[config.mk]
export PLATFORM = sky130hd
export DESIGN_NAME = serial_chunk_adder
export DESIGN_NICKNAME = d
export VERILOG_FILES = /design/src/rtl/adder_pkg.sv /design/src/rtl/chunk_adder.sv /design/src/rtl/serial_chunk_adder.sv
export SDC_FILE = /design/constraint.sdc
export NUM_CORES = 1
export LEC_CHECK = 0
export BUFFER_PORTS_ARGS = -buffer_cell sky130_fd_sc_hd__buf_2
export CORE_UTILIZATION = 59
export CTS_CLUSTER_DIAMETER = 60
export CTS_CLUSTER_SIZE = 30
export DETAILED_ROUTE_END_ITERATION = 10
export PLACE_DENSITY = 0.84
export REMOVE_ABC_BUFFERS = 1
export SKIP_CTS_REPAIR_TIMING = 1
export SLEW_MARGIN = 20
export SYNTH_ARGS = -nofsm -noshare
export SYNTH_HDL_FRONTEND = slang
export SYNTH_SLANG_ARGS = --single-unit
[constraint.sdc]
create_clock -name clk -period 6.03 [get_ports clk]
set_input_delay 0 -clock clk [delete_from_list [all_inputs] [get_ports clk]]
set_output_delay 0 -clock clk [all_outputs]
set_load 0.02 [all_outputs]
[src/rtl/adder_pkg.sv]
// Shared types and sizing helpers for the serial chunk adder.
package adder_pkg;

  typedef enum logic [1:0] {
    IDLE = 2'd0,
    RUN  = 2'd1,
    DONE = 2'd2
  } state_t;

  function automatic int calc_n(input int width, input int chunk);
    return width / chunk;
  endfunction

  // Index counter width; never narrower than one bit, even for a single step.
  function automatic int idx_width(input int n);
    return (n <= 1) ? 1 : $clog2(n);
  endfunction

endpackage

[src/rtl/chunk_adder.sv]
// CHUNK-bit ripple of full adders; also reports the carry entering its MSB.
module chunk_adder #(
  parameter int CHUNK = 4
) (
  input  logic [CHUNK-1:0] a,
  input  logic [CHUNK-1:0] b,
  input  logic             cin,
  output logic [CHUNK-1:0] s,
  output logic             cout,
  output logic             cmsb
);

  logic [CHUNK:0] c;

  always_comb begin
    c    = '0;
    s    = '0;
    c[0] = cin;
    for (int i = 0; i < CHUNK; i++) begin
      s[i]   = a[i] ^ b[i] ^ c[i];
      c[i+1] = (a[i] & b[i]) | (c[i] & (a[i] ^ b[i]));
    end
  end

  assign cout = c[CHUNK];
  // With CHUNK=1 this is simply cin, i.e. the carry register entering the step.
  assign cmsb = c[CHUNK-1];

endmodule

[src/rtl/serial_chunk_adder.sv]
// Multi-cycle add/subtract: one CHUNK-bit slice reused LSB-first with a registered carry.
module serial_chunk_adder
  import adder_pkg::*;
#(
  parameter int WIDTH = 16,
  parameter int CHUNK = 4
) (
  input  logic             clk,
  input  logic             rst_n,
  input  logic             start,
  input  logic             sub,
  input  logic [WIDTH-1:0] a,
  input  logic [WIDTH-1:0] b,
  input  logic             cin,
  output logic             busy,
  output logic             done,
  output logic [WIDTH-1:0] sum,
  output logic             cout,
  output logic             ovf,
  output state_t           dbg_state
);

  localparam int N  = calc_n(WIDTH, CHUNK);
  localparam int IW = idx_width(N);

  if ((WIDTH % CHUNK) != 0) begin : g_width_check
    $error("serial_chunk_adder: WIDTH must be a multiple of CHUNK");
  end

  // Handshake: start is taken on any rising edge where busy=0 (IDLE or DONE);
  // done is high for exactly the one cycle after the final chunk edge, and
  // sum/cout/ovf only change on that same edge.
  state_t state, state_n;
  logic   load;
  logic   last;

  logic [N-1:0][CHUNK-1:0] a_q, b_q, psum, psum_n;
  logic [IW-1:0]           idx;
  logic                    carry;

  logic [CHUNK-1:0] slice_s;
  logic             slice_cout;
  logic             slice_cmsb;

  assign last = (idx == IW'(N - 1));

  chunk_adder #(.CHUNK(CHUNK)) u_slice (
    .a    (a_q[idx]),
    .b    (b_q[idx]),
    .cin  (carry),
    .s    (slice_s),
    .cout (slice_cout),
    .cmsb (slice_cmsb)
  );

  always_comb begin
    psum_n      = psum;
    psum_n[idx] = slice_s;
  end

  always_ff @(posedge clk or negedge rst_n) begin
    if (!rst_n) state <= IDLE;
    else        state <= state_n;
  end

  always_comb begin
    state_n = state;
    load    = 1'b0;
    case (state)
      IDLE, DONE: begin
        if (start) begin
          state_n = RUN;
          load    = 1'b1;
        end else begin
          state_n = IDLE;
        end
      end
      RUN:     if (last) state_n = DONE;
      default: state_n = IDLE;
    endcase
  end

  always_ff @(posedge clk or negedge rst_n) begin
    if (!rst_n) begin
      a_q   <= '0;
      b_q   <= '0;
      psum  <= '0;
      idx   <= '0;
      carry <= 1'b0;
      sum   <= '0;
      cout  <= 1'b0;
      ovf   <= 1'b0;
    end else if (load) begin
      // Subtraction is a + ~b + 1, so the inversion and the +1 are folded in here.
      a_q   <= a;
      b_q   <= sub ? ~b : b;
      carry <= sub ? 1'b1 : cin;
      idx   <= '0;
    end else if (state == RUN) begin
      psum  <= psum_n;
      carry <= slice_cout;
      if (last) begin
        sum  <= psum_n;
        cout <= slice_cout;
        ovf  <= slice_cmsb ^ slice_cout;
      end else begin
        idx <= idx + IW'(1);
      end
    end
  end

  assign busy      = (state == RUN);
  assign done      = (state == DONE);
  assign dbg_state = state;

endmodule

==> key figures <==
Timing
  – Final worst-path cycle share: 0.571
  – # setup viols final: 0
  – Min cycle time layout: 3440 ps
  – Setup TNS Final: 0 ps
  – Rel. slew slack: 0.466
  – Worst slew pin tran: about 800 ps
  – Fin Clk Skew: 6.09 ps
  – Slew Limit Fails: 0
  – Hold_ws: -29.4 ps
  – RSZ-0062 raised after global routing: no
  – FMAX: 290 MHz
  – Final Hold Fails: 5

Flow run
  – Max Cap Viol: 0

Worst setup path
  – R2R depth: 11
  – Crit end category: flop
  – Req. time, crit path: 6290 ps
  – Reg-to-Reg End: sum[3]
  – Critical path launch point type: flop
  – Slowest stage delay, CP: 750 ps
  – Setup Crit Path Kind: flop to flop
  – Worst reg2reg startpoint: idx[0]
  – Worst path cell trace: mux4_2 -> fa_1 -> inv_1 -> fa_1 -> inv_1 -> fa_1 -> inv_1 -> fa_1 -> inv_1 -> mux2i_1 -> o21ai_0
  – Crit path DAT: between 3000 and 4000 ps
  – Crit Path Max Fanout: 13
  – R2r setup slk: ~2600 ps
  – Crit-path slowest cell: dfrtp_1

Layout
  – Most common cell after layout, fill and taps aside: dfrtp_1
  – Nets: 389
  – Commonest non-fill, non-tap cells in the layout: dfrtp_1, buf_2, o21ai_0
  – Util after Layout: 0.760
  – Share of cells above drive strength 1: 0.301
  – # diodes: 0
  – Synth-to-layout area growth: 22.7%

Routing
  – Max layer used: met4
  – Drt first pass iters: 4
  – Avg WL per Cell: around 15 µm
  – Wl on met1: 2500 µm
  – Met3 WL post-DR: 290 µm
  – Routed wire length: 6160 µm
  – Post-route DRC: 0
  – Post-DRT Antenna Nets: 0
  – Vias per inst: 5.24
  – DRT iter0 DRCs: 91
  – Met2 Wirelength: between 3000 and 4000 µm
  – Via Count: 2,197

Place
  – Hpwl dp: 3880 µm
  – RD Place Congestion: about 0.75
  – Port Buffers: 58

Logic synthesis
  – Number of synthesized register bits: 67
  – Post-Syn Area per Cell: 12.1 µm²
  – Register area share after synthesis: 0.527
  – Synth cell types: 25
  – Syn. warnings: 0
  – Cell count after synthesis: 262
  – Netlist Area Pre-Place: 3180 µm²

GRT
  – First-pass GRT wire length: slightly above 9000 µm
  – Remaining global-route overflow: 0
  – Vias in the first global route: 2,021
  – Largest net degree at the start of global routing: 68
  – Global-route usage over all layers: 0.229
  – Initial antenna violation count: 0

Pwr
  – Clock share of power: 0.135
  – Max VDD drop: a little under 0.0003 V
  – Combinational group share of total power: 0.504
  – P_sw: 0.920 mW
  – PwrDens: 583 nW/µm²
  – Internal: ~1.4 mW
  – Flop pwr share: 0.362
  – Sw Ratio: 0.404
  – Lkg Pwr: about 1.9 nW
  – PnR Total Power: approximately 2.3 mW

CTS
  – Clk root buf: clkbuf_8
  – Worst-Skew Late Latency: 340 ps
  – Clock transition at path regs: roughly 70 ps
  – TritonCTS clock tree: yes
  – Sink Count: 67
  – H-tree level count: 3
  – CTS max path bufs: 2
  – CTS Buf Count: 9

Floorplanning
  – IO Count: 59
  – Std cell rows: 26
  – Starting density of the core: 0.619
  – Die Height: 75.4 µm
  – Die X: 75.4 µm
  – Core box area: around 5100 µm²
  – DIE AREA: around 5700 µm²

Hold path
  – HP Start: b[0]
  – Hold crit path type: primary input to flop
  – Hold path endpoint: b_q[0]
  – Hold Path Depth: 3

Outcome
  – Status: finished with violations
  – Failing checks: negative hold slack
-- worst max-delay path, delay by kind of cell, from the launching register on --
kind,cells,cell delay (ps)
adders and majority gates,4,1430
DFF,1,750
muxes,2,680
buffers and inverters,4,350
AOI/OAI and AO/OA,1,150
-- synth_stat cells, drive strengths merged --
master | instances | area share
dfrtp | 67 | 0.53
o21ai | 42 | 0.066
nand2 | 41 | 0.048
mux2 | 24 | 0.10
xnor2 | 16 | 0.044
inv | 14 | 0.017
buf | 13 | 0.030
mux2i | 10 | 0.031
mux4 | 8 | 0.057
clkbuf | 5 | 0.0071
fa | 4 | 0.025
ha | 4 | 0.016
nand3b | 4 | 0.0094
nand3 | 3 | 0.0047
nand2b | 2 | 0.0063
nor2 | 1 | 0.0012
nor2b | 1 | 0.0020
o221ai | 1 | 0.0028
or3b | 1 | 0.0028
xor2 | 1 | 0.0028
-- worst max path at each step --
| stage | startpoint | endpoint | slack (ps) | cells past startpoint |
|---|---|---|---|---|
| global placement | idx[0] | sum[11] | 2650 | 11 |
| detailed placement | idx[0] | sum[3] | 2550 | 11 |
| global route | idx[0] | sum[3] | 2400 | 11 |
| CTS | idx[0] | sum[3] | 2520 | 11 |
| finish | idx[0] | sum[3] | 2590 | 11 |
| floorplan | idx[0] | sum[3] | 2880 | 11 |
-- state kept, by name, summed over array words and instances, names as in the netlist --
signal,flops
ovf,1
a_q,16
cout,1
psum,12
carry,1
sum,16
idx,2
dbg_state,2
b_q,16
-- power groups by stage --
stage	registers, mW	clock network [mW]	logic, mW
global route	0.855	0.328	1.28
CTS	0.825	0.312	1.14
detailed placement	0.831	0	1.13
finish	0.824	0.307	1.15
floorplan	0.856	0	0.784
global placement	0.815	0	1.08
-- logic make-up (layout without fill, tap and decap cells) --
kind of cell    after synthesis  in the layout  share of synthesized area
compound gates               43             43                     0.0688
xor+xnor                     17             17                     0.0468
fa+ha+maj                     8              8                     0.0409
buf+inv                      32            119                     0.0535
flops                        67             67                      0.527
mux                          42             42                      0.188
simple gates                 53             53                     0.0747
-- cell type report --
| type | count | area, µm² |
|---|---|---|
| multi-input cells | 163 | 1340 |
| clock inverters | 3 | 15.0 |
| repair buffers | 89 | 599 |
| inverters | 14 | 52.6 |
| flip-flops and latches | 67 | 1680 |
| clock buffers | 13 | 139 |
| well taps | 70 | 87.6 |
| fillers | 362 | 1230 |
-- through the flow --
step,setup WS [ps],cell area [µm²],hold slack (ps),instances
2_1_floorplan,2880,3060,-296,244
3_3_place_gp,2650,3450,223,373
3_5_place_dp,2550,3450,223,373
4_1_cts,2520,3600,-147,389
5_1_grt,2400,3910,0.458,419
6_report,2590,3910,-29.4,419
-- per-layer routing --
layer	GRT usage	vias up
li1	-	1044
met1	0.284	1065
met2	0.385	73
met3	0.0397	15
met4	0.128	0
met5	0	-
Power figures use the tool's default switching activity.
